$ cat src/rtl/ide_pio.sv
// PIO-mode ATA/IDE host engine: turns a req/rw/addr/count request into
// SETUP/PULSE/HOLD strobe cycles on the device bus, one word per period.
module ide_pio #(
  parameter int T_SETUP = 3,  // 1..15
  parameter int T_PULSE = 8,  // 2..15
  parameter int T_HOLD  = 2   // 1..15
) (
  input  logic        clk,
  input  logic        reset_n,
  input  logic        req,
  input  logic        rw,
  input  logic [4:0]  addr,
  input  logic [8:0]  count,
  input  logic [15:0] wdata,
  output logic        busy,
  output logic        done,
  output logic        wdata_ready,
  output logic [15:0] rdata,
  output logic        rdata_valid,
  output logic        ide_dior,
  output logic        ide_diow,
  output logic [1:0]  ide_cs,
  output logic [2:0]  ide_da,
  output logic [15:0] ide_data_out,
  input  logic [15:0] ide_data_in
);

  typedef enum logic [2:0] {IDLE, SETUP, PULSE, HOLD, DONE} state_t;

  localparam logic [3:0] LD_SETUP = 4'(T_SETUP - 1);
  localparam logic [3:0] LD_PULSE = 4'(T_PULSE - 1);
  localparam logic [3:0] LD_HOLD  = 4'(T_HOLD - 1);

  state_t      r_state;
  state_t      w_state_next;
  logic [3:0]  r_timer;
  logic [3:0]  w_timer_load;
  logic        r_rw;
  logic [4:0]  r_addr;
  logic [8:0]  r_remaining;
  logic [15:0] r_wdata;
  logic [15:0] r_rdata;
  logic        r_rdata_valid;

  logic w_accept;
  logic w_tick_last;
  logic w_more;
  logic w_active;
  logic w_capture;

  assign w_accept    = (r_state == IDLE) && req;
  assign w_tick_last = (r_timer == 4'd0);
  assign w_more      = (r_remaining > 9'd1);
  assign w_active    = (r_state == SETUP) || (r_state == PULSE) || (r_state == HOLD);
  // Device releases its bus when the strobe rises, so sample on the last low cycle.
  assign w_capture   = (r_state == PULSE) && w_tick_last && r_rw;

  // NOTE: every output of a combinational block gets a default first so no
  // path leaves it unassigned, which would infer a latch.
  always_comb begin
    w_state_next = r_state;
    w_timer_load = 4'd0;
    unique case (r_state)
      IDLE:  if (req) w_state_next = SETUP;
      SETUP: if (w_tick_last) w_state_next = PULSE;
      PULSE: if (w_tick_last) w_state_next = HOLD;
      HOLD:  if (w_tick_last) w_state_next = w_more ? SETUP : DONE;
      DONE:  w_state_next = IDLE;
      default: w_state_next = IDLE;
    endcase
    unique case (w_state_next)
      SETUP:   w_timer_load = LD_SETUP;
      PULSE:   w_timer_load = LD_PULSE;
      HOLD:    w_timer_load = LD_HOLD;
      default: w_timer_load = 4'd0;
    endcase
  end

  // NOTE: sequential state uses non-blocking assignments so every flop
  // samples pre-edge values regardless of process ordering.
  always_ff @(posedge clk or negedge reset_n) begin
    if (!reset_n) begin
      r_state       <= IDLE;
      r_timer       <= 4'd0;
      r_rw          <= 1'b0;
      r_addr        <= 5'd0;
      r_remaining   <= 9'd0;
      r_wdata       <= 16'd0;
      r_rdata       <= 16'd0;
      r_rdata_valid <= 1'b0;
    end else begin
      r_state <= w_state_next;

      if (w_state_next != r_state)  r_timer <= w_timer_load;
      else if (r_timer != 4'd0)     r_timer <= r_timer - 4'd1;

      if (w_accept) begin
        r_rw        <= rw;
        r_addr      <= addr;
        r_remaining <= (count == 9'd0) ? 9'd1 : count;
      end else if ((r_state == HOLD) && w_tick_last && (r_remaining != 9'd0)) begin
        r_remaining <= r_remaining - 9'd1;
      end

      if (wdata_ready) r_wdata <= wdata;

      if (w_capture) r_rdata <= ide_data_in;
      r_rdata_valid <= w_capture;
    end
  end

  // Next write word is fetched on acceptance and at the end of every non-final HOLD.
  assign wdata_ready = (w_accept && !rw) ||
                       ((r_state == HOLD) && w_tick_last && w_more && !r_rw);

  assign busy         = (r_state != IDLE);
  assign done         = (r_state == DONE);
  assign rdata        = r_rdata;
  assign rdata_valid  = r_rdata_valid;
  assign ide_dior     = !((r_state == PULSE) && r_rw);
  assign ide_diow     = !((r_state == PULSE) && !r_rw);
  assign ide_cs       = w_active ? r_addr[4:3] : 2'b00;
  assign ide_da       = w_active ? r_addr[2:0] : 3'b000;
  assign ide_data_out = (w_active && !r_rw) ? r_wdata : 16'd0;

endmodule

$ cat config.mk
export PLATFORM = sky130hd
export DESIGN_NAME = ide_pio
export DESIGN_NICKNAME = d
export VERILOG_FILES = /design/src/rtl/ide_pio.sv
export SDC_FILE = /design/constraint.sdc
export NUM_CORES = 1
export LEC_CHECK = 0
export CORE_UTILIZATION = 49
export DETAILED_ROUTE_END_ITERATION = 16
export PLACE_DENSITY = 0.85
export REMOVE_ABC_BUFFERS = 1
export SLEW_MARGIN = 40
export SYNTH_ARGS = -nofsm -noshare
export SYNTH_HDL_FRONTEND = slang
export SYNTH_SLANG_ARGS = --single-unit
$ cat constraint.sdc
create_clock -name clk -period 6.3 [get_ports clk]
set_input_delay 0.63 -clock clk [delete_from_list [all_inputs] [get_ports clk]]
set_output_delay 0.63 -clock clk [all_outputs]
set_load 0.005 [all_outputs]
==> results.txt <==
----------------------------------------------------
[Outcome]
  Outcome ... completed

[CTS]
  Root buf cell ... sky130_fd_sc_hd__clkbuf_8
  Max Buffers Root-to-Sink ... 2
  Post-cts repair resize count ... 0
  Number of H-tree levels ... 2
  CTS tree ... yes
  Buffers inserted during post-CTS setup optimization ... 0
  Clock transition at path regs ... 100 ps
  Number of buffers created by CTS ... 5
  Clk sink count ... 55
  Worst-Skew Late Latency ... 310 ps
  Number of hold-repair buffers added at the cts stage ... 0

[Die]
  Initial standard-cell utilization of the core ... 0.515
  Overall die width ... 76.0 um
  Area enclosed by the die boundary ... 5770 um^2
  Height of the chip ... 76.0 um
  Area of the core ... 5200 um^2
  Ports ... 93
  Core Rows ... 26

[Cells and area]
  Most common cell after layout, fill and taps aside ... sky130_fd_sc_hd__clkdlybuf4s50_1
  Final core utilization ... 0.719
  Filler cell count ... 404
  Footprint of the flip-flops and latches ... 1380 um^2
  Net count of the finished layout ... 388
  Number of antenna diodes ... 0
  Area used by multi-input combinational logic ... 1210 um^2
  Highest-count cells in the layout ignoring fill and taps ... sky130_fd_sc_hd__clkdlybuf4s50_1, sky130_fd_sc_hd__dfrtp_1, sky130_fd_sc_hd__nand2_1
  Final non-filler cell total ... 405
  Share of layout cells above drive strength 1 ... 0.149
  P&R area growth vs syn ... 39.5%

[Job]
  MaxCap Viol Count ... 0

[Worst hold path]
  Kind of path behind the tightest hold check ... input port to async pin

[STA]
  Maximum clock skew at final layout ... 9.23 ps
  Count of final max-slew check failures ... 0
  Peak Freq ... 289 MHz
  Unrepaired setup endpoints after global routing ... false
  Final setup violating endpoints ... 0
  Worst slew pin tran ... 792 ps
  Worst slew margin relative to its limit ... 0.469
  Endpoints failing hold ... 0
  Post-route minimum period ... 3460 ps
  Post-route clock period utilization ... 0.548
  Setup_tns ... 0 ps

[Place]
  Number of cells after detailed placement ... 397
  Last weighted congestion value of the routability-driven placer ... 0.826
  HPWL after DPL ... 4440 um
  Input/output buffers ... 92

[Global routing]
  Total global routing overflow ... 0
  Number of antenna violations at the first check in global routing ... 0
  Number of global-route vias before repair ... 2253
  Global router's overall resource usage ... 0.227
  Maximum number of pins on one net before global-route repair ... 56
  First-pass GRT wire length ... 10400 um

[Drt]
  Ratio of routed vias to standard cells ... 5.30
  Per-cell routed wire length ... 15.1 um
  Number of iterations in the first detailed-routing pass ... 4
  Number of violations reported at the end of detailed-routing iteration 0 ... 87
  DRC violation count after routing ... 0
  Total wire length ... 6100 um
  Total vias in the final route ... 2147
  Final antenna-violating net count ... 0

[Setup path]
  Kind of critical path ... flip-flop to primary output
  Most Frequent Cell on Critical Path ... sky130_fd_sc_hd__inv_1
  Crit path launch type ... flip-flop
  Ordered list of cells on the worst path ... inv_1 -> ha_1 -> or3b_4 -> or2_4 -> o32a_1 -> buf_4 -> inv_1 -> clkdlybuf4s50_1
  Critical path endpoint category ... primary output
  Req. time, crit path ... 5670 ps
  Delay of the slowest critical-path stage ... 490 ps
  Maximum fanout count along the critical path ... 17
  Data arrival at the endpoint of the critical path ... 2830 ps
  CP max-delay cell ... sky130_fd_sc_hd__clkdlybuf4s50_1
  Depth of the most critical reg-to-reg path ... 5

[Yosys]
  Post-synth cell types ... 39
  Number of register bits inferred by synthesis ... 55
  Proportion of synthesized chip area in sequential cells ... 0.513
  Yosys warning total ... 0
  Most area-consuming cells after synthesis ... sky130_fd_sc_hd__dfrtp_1, sky130_fd_sc_hd__mux2_2, sky130_fd_sc_hd__and2_1
  Share of the synthesized area in the top cell type ... 0.513
  Syn Std Cell Area ... 2680 um^2
  Library cell occupying the most area in the post-synthesis netlist ... sky130_fd_sc_hd__dfrtp_1
  Post-Syn Area per Cell ... 11.1 um^2
  Post-synthesis instance total ... 242

[Pwr]
  Leakage component of the power ... 1.61 nW
  Power, Total ... 1.52 mW
  Power per unit of standard cell area ... 407 nW/um^2
  Peak supply drop ... 0.252 mV

----------------------------------------------------
[stage by stage]
stage	area, um^2	setup WS [ps]	hold WS [ps]
finish	3740	2840	433
CTS	3740	2830	461
detailed placement	3650	3170	458
global placement	3650	3210	451
global route	3740	2720	491
floorplan	2620	3690	334
[power by group]
part	switching (mW)	total, mW	internal, mW
Combinational	0.278	0.723	0.445
Clock	0.124	0.206	0.0819
Sequential	0.0971	0.596	0.499
Total	0.499	1.52	1.03
[cell usage after synthesis, drive strengths merged]
cell type / instances
mux2i: 2
ha: 4
o311ai: 2
a31o: 1
or3b: 1
a21oi: 6
nand3b: 1
and2: 25
buf: 3
and3: 2
o21ai: 7
nor4b: 1
or2: 1
clkbuf: 7
o32a: 1
o31ai: 1
xor2: 1
nor4: 4
o211ai: 2
inv: 9
nand3: 6
a211oi: 4
nand4b: 2
nor2: 9
nor3b: 1
nand2b: 2
mux2: 33
dfrtp: 55
xnor2: 4
nor2b: 2
nor3: 6
o211a: 1
or3: 3
nand4: 1
nand2: 31
o32ai: 1
[flip-flops by register name, indices dropped and copies added, names as in the netlist]
register     flops
r_timer          4
r_rw             1
r_wdata         16
rdata           16
r_state          3
r_addr           5
r_remaining      9
rdata_valid      1
[cell families (layout without fill, tap and decap cells)]
logic type | after synthesis | after routing | share of synthesized area
adder cells (fa/ha/maj) | 4 | 4 | 0.0187
AO/OA/AOI/OAI | 26 | 26 | 0.0644
flip-flops | 55 | 55 | 0.513
buffers and inverters | 19 | 112 | 0.0359
XOR/XNOR | 5 | 5 | 0.0163
AND/OR/NAND/NOR | 98 | 98 | 0.193
multiplexers | 35 | 35 | 0.159
[layout make-up]
cell class                 instances  area share
multi-input combinational        168       0.323
clock inverter                     3     0.00736
sequential                        55       0.368
tap                               70      0.0234
clock buffer                       5      0.0184
inverter                           9     0.00903
timing repair buffer              95       0.251
[worst max-delay path, delay by kind of cell, from the launching register on]
kind	cells	cell delay [ps]
AO/OA/AOI/OAI	1	290
buffers and inverters	4	870
AND/OR/NAND/NOR	2	720
adder cells (fa/ha/maj)	1	220
flip-flops	1	410
[layer usage]
metal  vias up  routed length [um]  GRT usage
met5         -                   0          0
met4         0                 125     0.0788
met3        14                 320     0.0539
met2        71                3260      0.406
met1      1048                2400      0.265
li1       1014                   -          -
[final timing paths]
path                            start          end  slack, ps
setup / recovery           r_timer[0]  wdata_ready       2840
hold / removal                reset_n    r_addr[4]        430
setup reg to reg           r_timer[0]    rdata[14]       3560
hold reg to reg             r_addr[1]    r_addr[1]        480
max in group asynchronous     reset_n    r_addr[2]       5410
min in group clk            r_addr[1]    r_addr[1]        480
Power figures use the tool's default switching activity.
